==> config.mk <==
export PLATFORM = sky130hd
export DESIGN_NAME = i4001_rom_responder
export DESIGN_NICKNAME = d
export VERILOG_FILES = /design/src/rtl/i4001_rom_responder.sv
export SDC_FILE = /design/constraint.sdc
export NUM_CORES = 1
export LEC_CHECK = 0
export ABC_AREA = 1
export CAP_MARGIN = 20
export CORE_ASPECT_RATIO = 0.5
export CORE_MARGIN = 4
export CORE_UTILIZATION = 42
export CTS_CLUSTER_SIZE = 28
export DETAILED_ROUTE_END_ITERATION = 8
export PLACE_DENSITY_LB_ADDON = 0.05
export SYNTH_ARGS = -nofsm -noshare
export SYNTH_HDL_FRONTEND = slang
export SYNTH_SLANG_ARGS = --single-unit
export TNS_END_PERCENT = 20
==> constraint.sdc <==
create_clock -name sysclk -period 2.9 [get_ports sysclk]
set_input_delay 0.435 -clock sysclk [delete_from_list [all_inputs] [get_ports sysclk]]
set_output_delay 0.435 -clock sysclk [all_outputs]
set_load 0.02 [all_outputs]
==> src/rtl/i4001_rom_responder.sv <==
// ROM-chip end of the MCS-4 bus: follows the 8-phase cycle from SYNC/CLK2, returns
// the addressed instruction in M1/M2 and implements the 4001 SRC/WRR/RDR I/O port.
//
// phase | meaning
// A1    | address low nibble on bus
// A2    | address middle nibble on bus
// A3    | chip number on bus, CM-ROM qualifies
// M1    | instruction OPR driven by selected ROM
// M2    | instruction OPA driven, I/O op code seen
// X1    | execute, bus idle for this chip
// X2    | SRC chip number / WRR data / RDR read data
// X3    | SYNC high, end of cycle
module i4001_rom_responder #(
  parameter logic [3:0] CHIP_ID = 4'h0
) (
  input  logic       sysclk,
  input  logic       poc_pad,
  input  logic       clk1_pad,
  input  logic       clk2_pad,
  input  logic       sync_pad,
  input  logic       cmrom_pad,
  input  logic [3:0] data_in,
  output logic [3:0] data_out,
  output logic       data_dir,
  output logic [7:0] rom_addr,
  input  logic [7:0] rom_data,
  input  logic [3:0] io_in,
  output logic [3:0] io_out,
  output logic [2:0] phase,
  output logic       synced
);

  typedef enum logic [2:0] {
    PH_A1, PH_A2, PH_A3, PH_M1, PH_M2, PH_X1, PH_X2, PH_X3
  } phase_e;

  phase_e     phase_q;
  logic       synced_q;
  logic       clk2_q;
  logic       enter_q;
  logic       load_addr_q;
  logic [3:0] addr_lo_q;
  logic [3:0] addr_hi_q;
  logic       rom_sel_q;
  logic       src_sel_q;
  logic       io_cycle_q;
  logic [3:0] opa_q;
  logic [3:0] io_out_q;
  logic [7:0] rom_addr_q;
  logic       data_dir_q;
  logic [3:0] data_out_q;

  logic       pe;
  logic       realign;
  logic       capture;
  logic       wrr_hit;
  logic [7:0] rom_addr_d;
  phase_e     phase_inc;

  // Clocks are non-overlapping, so clk1 is always low at a genuine clk2 fall.
  assign pe         = clk2_q & ~clk2_pad & ~clk1_pad;
  assign realign    = pe & sync_pad;
  assign capture    = pe & ~sync_pad & synced_q;
  assign wrr_hit    = io_cycle_q & (opa_q == 4'h2);
  assign rom_addr_d = {addr_hi_q, addr_lo_q};
  assign phase_inc  = phase_e'(phase_q + 3'd1);

  always_ff @(posedge sysclk or posedge poc_pad) begin
    if (poc_pad) begin
      phase_q     <= PH_X3;
      synced_q    <= 1'b0;
      clk2_q      <= 1'b0;
      enter_q     <= 1'b0;
      load_addr_q <= 1'b0;
      addr_lo_q   <= 4'h0;
      addr_hi_q   <= 4'h0;
      rom_sel_q   <= 1'b0;
      src_sel_q   <= 1'b0;
      io_cycle_q  <= 1'b0;
      opa_q       <= 4'h0;
      io_out_q    <= 4'h0;
      rom_addr_q  <= 8'h00;
      data_dir_q  <= 1'b0;
      data_out_q  <= 4'h0;
    end else begin
      clk2_q      <= clk2_pad;
      enter_q     <= pe;
      load_addr_q <= capture && (phase_q == PH_A3);
      if (load_addr_q) rom_addr_q <= rom_addr_d;

      if (realign) begin
        phase_q  <= PH_A1;
        synced_q <= 1'b1;
        // A SYNC outside X3 abandons whatever the aborted cycle had gathered.
        if (phase_q != PH_X3) begin
          addr_lo_q  <= 4'h0;
          addr_hi_q  <= 4'h0;
          io_cycle_q <= 1'b0;
        end
      end else if (pe) begin
        phase_q <= phase_inc;
        if (phase_q == PH_X3) synced_q <= 1'b0;
      end

      if (capture) begin
        case (phase_q)
          PH_A1: addr_lo_q <= data_in;
          PH_A2: addr_hi_q <= data_in;
          PH_A3: rom_sel_q <= cmrom_pad && (data_in == CHIP_ID);
          PH_M2: begin
            opa_q      <= data_in;
            io_cycle_q <= cmrom_pad & src_sel_q;
          end
          PH_X2: begin
            if (cmrom_pad) src_sel_q <= (data_in == CHIP_ID);
            if (wrr_hit) io_out_q <= data_in;
          end
          default: ;
        endcase
      end

      // Drive window opens one sysclk into the phase and always closes at its end.
      if (pe) begin
        data_dir_q <= 1'b0;
      end else if (enter_q && synced_q) begin
        case (phase_q)
          PH_M1: if (rom_sel_q) begin
            data_dir_q <= 1'b1;
            data_out_q <= rom_data[7:4];
          end
          PH_M2: if (rom_sel_q) begin
            data_dir_q <= 1'b1;
            data_out_q <= rom_data[3:0];
          end
          PH_X2: if (io_cycle_q && (opa_q == 4'hA)) begin
            data_dir_q <= 1'b1;
            data_out_q <= io_in;
          end
          default: ;
        endcase
      end
    end
  end

  assign phase    = phase_q;
  assign synced   = synced_q;
  assign data_dir = data_dir_q;
  assign data_out = data_out_q;
  assign rom_addr = rom_addr_q;
  assign io_out   = io_out_q;

endmodule

==> flow_summary.ini <==
[floorplan]
die_h_um = 56.1
rows = 17
die_w_um = 104
die_area_sq_um = 5830
io_pins = 43
initial_utilization_pct = 43.8
coreArea_sq_um = 4420

[timing]
clock.fmax_mhz = 503
relSlewSlack_pct = 67.1
clock_skew_ns = 0.00281
setup_violations = 0
fin_setup_tns_ns = 0
hold_viol_final = 0
max_slew.worst_pin.slew_ns = 0.494
period_needed_ns = 1.99
finalCritPeriodShare_pct = 68.5
rsz0062_at_grt = no
maxSlewViolCount = 0

[logic_synthesis]
syn_area_sq_um = 1940
async_flop_share_pct = 100
yosysWarnings = 0
synth_edf_count = 0
ys_seq_area_share_pct = 50.5
synth_seq_cells = 39
ys.flop_type = dfrtp_1
synth.avg_cell_area_sq_um = 8.32
synthesis.nets = 261
ys_types = 23
synthCells = 233

[global_routing]
grt_remaining_overflow = 0
grt_pass1_vias = 1560
gr-usage-all-layers_pct = 15.3
antenna_found_initial = 0
grt_first_pass_wirelength_um = 7210
grt_max_degree = 40

[detailed_routing]
avgRoutedWirePerCell_um = 12.5
dr.pass1.iters = 4
vias_per_cell = 4.79
drt_iter0_drc = 92
ant_nets = 0
via_count = 1623
routed_wl_um = 4240
drcViolationCount = 0

[pwr]
p_sw_uw = 596
power_frac_comb_pct = 33.5
p_sw_share_pct = 34.1
p_clk_share_pct = 23.6
ir_worst_vdd_uv = 365
p_seq_share_pct = 42.8
p_int_uw = 1150
pwr_density_cell_nw_per_um2 = 689
p_leak_uw = 0.00124

[critical_path]
slowest_stage = dfstp_2
crit_family = flip-flops
slowest_delay_ns = 0.63
startpoint = phase[2]$_DFFE_PP1P_
cp_max_fo = 6
cp.arrival_ns = 1.55
cp-end-kind = output pin
r2r_setup_slack_ns = 1.06
r2r_start = phase[0]$_DFFE_PP1P_
worstPathRequired_ns = 2.47
startpoint_type = flop
path_buf_inv = 1
worstPathCellList = clkdlybuf4s50_1
worstSetupPathType = reg -> out

[hold_path]
min_from = data_out[1]$_DFFE_PP0P_
hp-class = reg -> reg

[placement]
dp_hpwl_um = 3220
portBuffers = 42
globalplace.congestion = 0.786

[cts]
path_clk_slew_ns = 0.08
clk_latency_ns = 0.29
clock-root-buffer = clkbuf_8
cts.sinks = 39
postCtsHoldBufs = 0
numCtsBuffers = 5
cts.repair.resized = 0
ctsLongestPathBuffers = 2
post_cts_buffers = 0
cts_max_level = 2
cts_tree = yes

[outcome]
status = complete, no violations

[job]
drv_cap = 0

[cells_and_area]
layout_common_cells = nand2_1 (75), clkdlybuf4s50_1 (42), dfrtp_1 (36)
mostFrequentLayoutCell = nand2_1
area_growth_pct = 30.7
drive_above_1_share_pct = 11.7
antenna_cells = 0
fin_nets = 309
final_util_pct = 57.3
kinds of logic after synthesis:
kind of cell / share of synthesized area, %
AOI/OAI and AO/OA: 5.68
buffers and inverters: 5.48
DFF: 50.5
and+or+nand+nor: 34.5
adders and majority gates: 3.87
state kept, by name (all words and copies together) (netlist names):
register	flops
rom_addr	8
rom_sel_q	1
clk2_q	1
addr_hi_q	4
addr_lo_q	4
opa_q	4
phase	3
io_out	4
enter_q	1
src_sel_q	1
load_addr_q	1
io_cycle_q	1
data_out	4
synced	1
data_dir	1
power groups by stage:
stage / sequential [uW] / combinational [uW] / clock (uW)
finish: 748 / 586 / 413
detailed placement: 759 / 590 / 0
CTS: 749 / 593 / 425
global route: 765 / 648 / 448
global placement: 758 / 578 / 0
floorplan: 849 / 242 / 0
worst paths after layout:
path,depth (start not counted),to
worst max-delay path,1,phase[2]
worst min-delay path,2,data_out[1]$_DFFE_PP0P_
worst max register to register,9,data_out[0]$_DFFE_PP0P_
worst min register to register,2,data_out[1]$_DFFE_PP0P_
max in group asynchronous,3,phase[2]$_DFFE_PP1P_
min in group asynchronous,3,addr_hi_q[3]$_DFF_PP0_
synth_stat cells, types with 3 or more instances:
| cell type | number | area share [%] |
|---|---|---|
| dfstp_2 | 3 | 4.1 |
| a21oi_1 | 10 | 2.6 |
| o21ai_1 | 6 | 1.5 |
| ha_1 | 6 | 3.9 |
| dfrtp_1 | 36 | 46 |
| nand3_1 | 20 | 5.2 |
| nand2_1 | 75 | 15 |
| nand2_2 | 3 | 0.97 |
| nor2_4 | 7 | 4.1 |
| inv_1 | 22 | 4.3 |
| inv_2 | 3 | 0.58 |
| o21ai_0 | 3 | 0.77 |
| nor2_1 | 26 | 5.0 |
per-stage QoR:
step / cell area, sq um / setup slack, ns / hold slack, ns / cells / power, uW
detailed placement: 2430 / 1.01 / 0.462 / 331 / 1350
floorplan: 1940 / 1.26 / 0.450 / 233 / 1090
global route: 2530 / 0.863 / 0.498 / 339 / 1860
CTS: 2530 / 0.898 / 0.481 / 339 / 1770
global placement: 2430 / 1.05 / 0.458 / 331 / 1340
finish: 2530 / 0.913 / 0.480 / 339 / 1750
metal layers:
layer | track usage, % | routed length (um)
met3 | 4.40 | 245
met2 | 22.9 | 1740
met4 | 6.44 | 68
met1 | 20.9 | 2180
met5 | 0 | 0
tightest hold or removal path, stage by stage, from the launching register on:
cell and delay (ns):
dfrtp_1 0.35, nand2_1 0.05, nand2_1 0.04
final cells by class:
| cell class | instances | area, sq um |
|---|---|---|
| timing repair buffer | 43 | 428 |
| inverter | 26 | 98.8 |
| sequential | 39 | 980 |
| clock inverter | 1 | 7.51 |
| clock buffer | 7 | 96.3 |
| tap | 57 | 71.3 |
| fill | 437 | 1890 |
| multi-input combinational | 166 | 853 |
No activity file was read; power rests on OpenSTA's default activity.
